$ cat config.mk
export PLATFORM = sky130hd
export DESIGN_NAME = pcg_range_sampler
export DESIGN_NICKNAME = d
export VERILOG_FILES = /design/src/rtl/pcg_pkg.sv /design/src/rtl/pcg_mask_smear.sv /design/src/rtl/pcg_range_sampler.sv
export SDC_FILE = /design/constraint.sdc
export NUM_CORES = 1
export LEC_CHECK = 0
export BUFFER_PORTS_ARGS = -buffer_cell sky130_fd_sc_hd__clkbuf_2
export CAP_MARGIN = 0
export CORE_MARGIN = 8
export CORE_UTILIZATION = 55
export DETAILED_ROUTE_END_ITERATION = 10
export PLACE_DENSITY = 0.77
export REMOVE_ABC_BUFFERS = 1
export SLEW_MARGIN = 20
export SYNTH_ARGS = -nofsm -noshare
export SYNTH_HDL_FRONTEND = slang
export SYNTH_SLANG_ARGS = --single-unit
$ cat constraint.sdc
create_clock -name clk -period 6.1 [get_ports clk]
set_input_delay 0.305 -clock clk [delete_from_list [all_inputs] [get_ports clk]]
set_output_delay 0.305 -clock clk [all_outputs]
set_load 0.1 [all_outputs]
$ cat src/rtl/pcg_pkg.sv
// Shared types and constants for the PCG64 range sampler.
// Holds the sampler state encoding and the layout of the 64-bit PRNG word.
package pcg_pkg;

   localparam int RNG_W    = 64;
   localparam int HALF_OFS = 32;

   typedef enum logic [2:0] {
      S_IDLE,
      S_MASK,
      S_FETCH,
      S_CAPT,
      S_LO,
      S_HI,
      S_DONE
   } state_t;

endpackage

$ cat src/rtl/pcg_mask_smear.sv
// Combinational MSB-smear of (bound - 1): every bit at and below the top set bit is forced to 1.
// This gives the tightest power-of-two-minus-one mask that covers [0, bound).
module pcg_mask_smear #(
   parameter int W = 32
) (
   input  logic [W-1:0] bound,
   output logic [W-1:0] mask
);

   logic [W-1:0] limit;
   logic         seen;

   assign limit = bound - W'(1);

   // Walk from the MSB down; once a 1 is seen, every lower bit is set.
   always_comb begin
      mask = '0;
      seen = 1'b0;
      for (int i = W - 1; i >= 0; i--) begin
         seen    = seen | limit[i];
         mask[i] = seen;
      end
   end

endmodule

$ cat src/rtl/pcg_range_sampler.sv
// Turns raw 64-bit PCG64-DXSM words into unbiased integers in [0, bound) by mask-and-reject.
// Each PRNG word yields two W-bit candidates (low half, then high half) before another word is fetched.
module pcg_range_sampler
   import pcg_pkg::*;
#(
   parameter int W         = 32,
   parameter int MAX_WORDS = 16
) (
   input  logic             clk,
   input  logic             rst,
   input  logic             req_valid,
   output logic             req_ready,
   input  logic [W-1:0]     req_bound,
   output logic             rng_en,
   input  logic [RNG_W-1:0] rng_data,
   output logic             res_valid,
   input  logic             res_ready,
   output logic [W-1:0]     res_data,
   output logic             res_err,
   output logic [4:0]       res_words,
   output state_t           dbg_state
);

   // Handshakes: a transfer happens on a rising edge where valid && ready are both high.
   // req_ready is high only in IDLE; res_valid is high only in DONE, and the result is
   // held unchanged until res_ready is seen.

   localparam logic [4:0] MAX_CNT = 5'(MAX_WORDS);

   state_t           state;
   state_t           state_nxt;
   logic [W-1:0]     bound_q;
   logic [W-1:0]     mask_q;
   logic [2*W-1:0]   word_q;
   logic [4:0]       cnt;
   logic [W-1:0]     res_data_q;
   logic             res_err_q;
   logic [W-1:0]     smear_mask;
   logic [W-1:0]     lo_cand;
   logic [W-1:0]     hi_cand;
   logic             lo_hit;
   logic             hi_hit;
   logic             unused_rng_bits;

   pcg_mask_smear #(.W(W)) u_smear (
      .bound (bound_q),
      .mask  (smear_mask)
   );

   // Only the two W-bit candidate fields of the PRNG word are kept.
   assign unused_rng_bits = ^rng_data;

   assign lo_cand = word_q[W-1:0] & mask_q;
   assign hi_cand = word_q[2*W-1:W] & mask_q;
   assign lo_hit  = (lo_cand < bound_q);
   assign hi_hit  = (hi_cand < bound_q);

   always_ff @(posedge clk or posedge rst) begin
      if (rst) begin
         state <= S_IDLE;
      end else begin
         state <= state_nxt;
      end
   end

   always_comb begin
      state_nxt = state;
      case (state)
         S_IDLE: begin
            if (req_valid) begin
               state_nxt = (req_bound <= W'(1)) ? S_DONE : S_MASK;
            end
         end
         S_MASK:  state_nxt = S_FETCH;
         S_FETCH: state_nxt = S_CAPT;
         S_CAPT:  state_nxt = S_LO;
         S_LO:    state_nxt = lo_hit ? S_DONE : S_HI;
         S_HI: begin
            if (hi_hit || (cnt == MAX_CNT)) begin
               state_nxt = S_DONE;
            end else begin
               state_nxt = S_FETCH;
            end
         end
         S_DONE: begin
            if (res_ready) begin
               state_nxt = S_IDLE;
            end
         end
         default: state_nxt = S_IDLE;
      endcase
   end

   always_ff @(posedge clk or posedge rst) begin
      if (rst) begin
         bound_q    <= '0;
         mask_q     <= '0;
         word_q     <= '0;
         cnt        <= '0;
         res_data_q <= '0;
         res_err_q  <= 1'b0;
      end else begin
         case (state)
            S_IDLE: begin
               if (req_valid) begin
                  bound_q    <= req_bound;
                  cnt        <= '0;
                  res_data_q <= '0;
                  res_err_q  <= (req_bound == '0);
               end
            end
            S_MASK: mask_q <= smear_mask;
            S_FETCH: begin
               if (cnt != MAX_CNT) begin
                  cnt <= cnt + 5'd1;
               end
            end
            S_CAPT: word_q <= {rng_data[HALF_OFS +: W], rng_data[W-1:0]};
            S_LO: begin
               if (lo_hit) begin
                  res_data_q <= lo_cand;
               end
            end
            S_HI: begin
               // res_data_q is already 0 from accept, so the retry-limit case only flags the error.
               if (hi_hit) begin
                  res_data_q <= hi_cand;
               end else if (cnt == MAX_CNT) begin
                  res_err_q <= 1'b1;
               end
            end
            default: ;
         endcase
      end
   end

   assign req_ready = (state == S_IDLE);
   assign rng_en    = (state == S_FETCH);
   assign res_valid = (state == S_DONE);
   assign res_data  = res_data_q;
   assign res_err   = res_err_q;
   assign res_words = cnt;
   assign dbg_state = state;

endmodule

== After elaboration in Yosys (flattened, before gate mapping) ==
Index checks and enable logic that the tools add are counted.
Operators by class
  $add $sub $neg: 2
  order comparisons: 3
  equality and inequality tests: 15
  muxes and demuxes: 17
  bitwise operators: 33
  reduce and logical (&&, ||, !) cells: 11
Operators with widths (count)
  $mux W32: 3
  $pmux W32 S3: 1
  $and A32 B32 Y32: 2
  $lt A32 B32 Y1: 2
  $le A32 B1 Y1 const B: 1
  $logic_not A32 Y1: 1
  $sub A32 B1 Y32 const B: 1
  $or A1 B1 Y1: 31
  $pmux W3 S7: 1
  $mux W3: 4
  $mux W5: 2
  $ne A2 B2 Y1 const B: 5
  $pmux W5 S2: 1
  $eq A3 B3 Y1 const B: 3
  $reduce_and A4 Y1: 2
  $eq A3 B2 Y1 const B: 2
  $add A5 B1 Y5 const B: 1
  $eq A5 B5 Y1 const B: 1
  $ne A5 B5 Y1 const B: 1
  $ne A2 B1 Y1 const B: 2
  $reduce_and A2 Y1: 2
  $reduce_bool A2 Y1: 2
  $eq A3 B1 Y1 const B: 1
  $logic_not A3 Y1: 1
  other kinds (6): 8
Word-level totals
  bits in registers: 169
  input port bits: 100
  output and inout port bits: 44
  logic and storage cells: 88

== Depth between registers and ports, before layout ==
  word-level depth: 32
  gate-level depth with buffers: 11

== Cells and area by module ==
Synthesis repeated with hierarchy kept, for this count alone.
Unflattened totals
  cell total of the unflattened synthesis: 1027
  area, all modules: 10286.1 sq um
Modules (own cells, without submodules)
  pcg_range_sampler: instances 1, cells each 791, area each 8782.2 sq um
  pcg_mask_smear: instances 1, cells each 236, area each 1503.9 sq um

== Worst setup path before layout ==
OpenSTA, ideal clock, no wires.
  path kind: flip-flop to flip-flop
  start point: register state[2], in the netlist dbg_state[2]
  end point: register bound_q[27]
  library setup time: 132 ps
  arrival time: 4356 ps
  required time: 5968 ps
  slack: 1612 ps
  cell stages (with the launch flop): 8
  cell sequence: dfrtp_1 -> clkbuf_1 -> nor3_1 -> and2_1 -> clkbuf_1 -> clkbuf_1 -> clkbuf_1 -> o21ai_0
Between the ends
  word-level cells in the longest chain between the ends: 2
Ends and longest elaborated chain
  from (decl): RTL line pcg_range_sampler.sv:30  | state_t state;
  from (signal assigned): RTL line pcg_range_sampler.sv:62  | state <= state_nxt;
  $logic_not A3 Y1
  via req_ready: RTL line pcg_range_sampler.sv:12  | output logic req_ready,
  $reduce_and A2 Y1 (no line)
  to (signal assigned): RTL line pcg_range_sampler.sv:106  | bound_q <= req_bound;
  to (decl): RTL line pcg_range_sampler.sv:32  | logic [W-1:0] bound_q;
The timed path passes the listed nets, and every way through them passes these cells.
A chain may end at the register's enable or synchronous reset.

== Final worst setup path ==
  start point: register bound_q[17]
  end point: register res_data_q[27], in the netlist res_data[27]
Between the ends
  word-level cells in the longest chain between the ends: 3
  elaborated cells on any way between the ends: 5
Ends and longest elaborated chain
  $lt A32 B32 Y1, on equally long branches: RTL line pcg_range_sampler.sv:56, pcg_range_sampler.sv:55
  $ne A2 B2 Y1 (no line)
  $reduce_and A4 Y1 (no line) *
  to (signal assigned): RTL line pcg_range_sampler.sv:121  | res_data_q <= lo_cand;
  to (signal assigned): RTL line pcg_range_sampler.sv:127  | res_data_q <= hi_cand;
  to (decl): RTL line pcg_range_sampler.sv:36  | logic [W-1:0] res_data_q;
Every way passes the cells marked *; elsewhere a longest branch is shown, timed or not.

==> flow_metrics.tcl <==
set metrics [dict create \
    place_ws_ns 2.27 \
    syn_inst 973 \
    synth-main-ff-cell "dfrtp_1" \
    synth.most_common_cell "dfrtp_1" \
    min_period_ns 3.92 \
    synth-seq-area-share_pct 43.7 \
    insertion_delay_ns 0.44 \
    worstSetupPathType "register to register" \
    cts_buffers 17 \
    io_buffers 143 \
    htreeDepth 4 \
    final-hold-violation-count 2 \
    grt_usage_pct 23.7 \
    dr.first_iter.drc_count 734 \
    switching_share_pct 48.5 \
    p_clk_share_pct 16.0 \
    postCtsSetupBuffers 0 \
    dpl.hpwl_um 18700 \
    drc_errors 0 \
    dpl_cell_area_mm2 0.0106 \
    clockBufferDepth 2 \
    worstSetupStartpoint "bound_q[17]" \
    finalMaxSlewViolations 0 \
    grt_overflow_total 0 \
    wl_per_cell_um 18.9 \
    cp_data_required_time_ns 6.44 \
    peakVddDrop_mv 0.557 \
    endpoint_kind "register" \
    cts_sinks 169 \
    tns_ns 0 \
    setup_viol 0 \
    detail-route-antenna-nets 0 \
    synthTopCellsByCount "169 x dfrtp_1, 78 x nand2_1, 72 x inv_1, 65 x ha_1" \
    p_per_area_mw_per_mm2 615 \
    die-height_um 149 \
    ys_types 65 \
    n_antenna_cell 0 \
    grt_max_degree 90 \
    netlist.area_leader.share_pct 43.7 \
    design_area_mm2 0.0112 \
    routed_wl_um 25200 \
    maxCapViolations 0 \
    vias_per_cell 5.97 \
    r2r_cells 10 \
    p_sw_uw 3340 \
    clk_pin_slew_ns 0.08 \
    synth.area.top_cells "dfrtp_1 44%, ha_1 8.4%, mux2_2 7.4%" \
    io_pins 144 \
    setup_slack_ns 2.18 \
    power.leakage_uw 0.00503 \
    fp-row-count 48 \
    period_share_pct 64.3 \
    cp_max_fo 18 \
    r2r_slack_ns 2.18 \
    synthArstFlopShare_pct 100 \
    syn_area_mm2 0.00968 \
    die_x_um 149 \
    tightest_slew_ns 1.11 \
    cts_tree "yes" \
    p_int_uw 3550 \
    cts_resized 0 \
    die-area_mm2 0.0221 \
    status "finished with violations" \
    crit_path_end "res_data[27]" \
    violations "negative hold slack" \
    gp_congestion 0.909 \
    vias 7979 \
    grt_pass1_vias 8148 \
    critical_path.reg2reg.startpoint "bound_q[17]" \
    synth_top_area_cell "dfrtp_1" \
    ys_seq_elements 169 \
    postCtsHoldBufs 0 \
    start_kind "register" \
    holdCritPathClass "input pin to async pin" \
    critical-path-max-stage-delay_ns 0.94 \
    clock_skew_ns 0.0160 \
    cp_slowest_cell "a221oi_4" \
    avgSynthCellArea_um2 9.95 \
    rsz0062_at_grt "false" \
    combPwrFrac_pct 54.5 \
    whs_ns -0.000873 \
    cts.root.buffer_cell "clkbuf_16" \
    drive_above_1_share_pct 23.9 \
    antenna_found_initial 0 \
    max_freq_mhz 255 \
    worst_ep_arrival_time_ns 4.26 \
    yosys_warnings 0 \
    synth_edf_count 0 \
    start_util_pct 56.2 \
    cp_cell_sequence "inv_1 -> ha_1 -> nand4_1 -> nor3_1 -> o31ai_1 -> a2111oi_0 -> a21oi_1 -> a221oi_4 -> buf_4 -> mux2i_1" \
    reg2reg_to "res_data[27]" \
    core-area_mm2 0.0172 \
    slew_headroom_pct 25.7 \
    drt_first_pass_iters 5 \
    area_delta_synth_final_pct 15.7 \
    fin_nets 1264 \
    grt_pass1_wl_um 41800 \
    power_frac_seq_pct 29.5 \
]
[worst min-delay path by stage]
stage | from | to | slack, ns | cells past startpoint
floorplan | req_bound[0] | bound_q[0] | 0.42 | 2
global placement | mask_q[21] | mask_q[21] | 0.47 | 2
detailed placement | mask_q[21] | mask_q[21] | 0.48 | 2
CTS | rst | word_q[60] | 0.04 | 2
global route | rst | word_q[60] | 0.09 | 2
finish | rst | word_q[60] | -0.0009 | 2
[layout by cell type (no fill, tap or decap), drive strengths merged, types with 31 or more instances in the layout]
| master | n |
|---|---|
| and2 | 64 |
| o21ai | 65 |
| a22oi | 31 |
| ha | 65 |
| mux2 | 64 |
| nand2 | 79 |
| mux2i | 33 |
| dfrtp | 169 |
| inv | 76 |
| nor2 | 43 |
| clkbuf | 162 |
[stage by stage]
stage / util (%) / total power (uW) / instances
after floorplan: - / 4880 / 931
final: 65.0 / 6890 / 1337
after CTS: 65.0 / 6910 / 1337
after global routing: 65.0 / 7390 / 1337
after detailed placement: 61.5 / 5770 / 1305
after global placement: 61.5 / 5690 / 1305
[cell type report]
type / count / area [um2]
flip-flops and latches: 169 / 4230
clock inverters: 13 / 141
fillers: 1406 / 6040
inverters: 72 / 275
repair buffers: 149 / 764
well taps: 225 / 282
clock buffers: 19 / 453
multi-input cells: 690 / 5060
[worst max-delay path, delay by kind of cell, from the launching register on]
kind | cells | cell delay, ns
DFF | 1 | 0.47
muxes | 1 | 0.28
and+or+nand+nor | 2 | 0.32
adders and majority gates | 1 | 0.33
AOI/OAI and AO/OA | 4 | 1.75
buffers and inverters | 2 | 0.66
[per-layer routing]
layer | routed length, um | vias up | track usage (%) | part of all wire (%)
li1 | - | 3779 | - | -
met1 | 11200 | 3862 | 31.8 | 44
met2 | 11800 | 296 | 37.2 | 47
met3 | 1810 | 42 | 5.29 | 7.2
met4 | 452 | 0 | 7.60 | 1.8
met5 | 0 | - | 0 | 0
[logic make-up after synthesis]
kind of cell	Yosys count	synth area share, %
compound gates	190	12.8
xor+xnor	23	2.08
fa+ha+maj	65	8.40
buf+inv	114	4.50
flops	169	43.7
mux	97	10.9
simple gates	315	17.7
[flip-flops by register name (all words and copies together) (netlist names)]
signal / count
bound_q: 32
res_words: 5
word_q: 64
res_err: 1
res_data: 32
dbg_state: 3
mask_q: 32
[power by group through the flow]
stage	Sequential (uW)	Clock, uW	Combinational (uW)
after floorplan	2620	0	2270
after global placement	2030	0	3660
final	2030	1100	3760
after CTS	2030	1110	3760
after detailed placement	2040	0	3730
after global routing	2110	1150	4130
No activity file was read; power rests on OpenSTA's default activity.
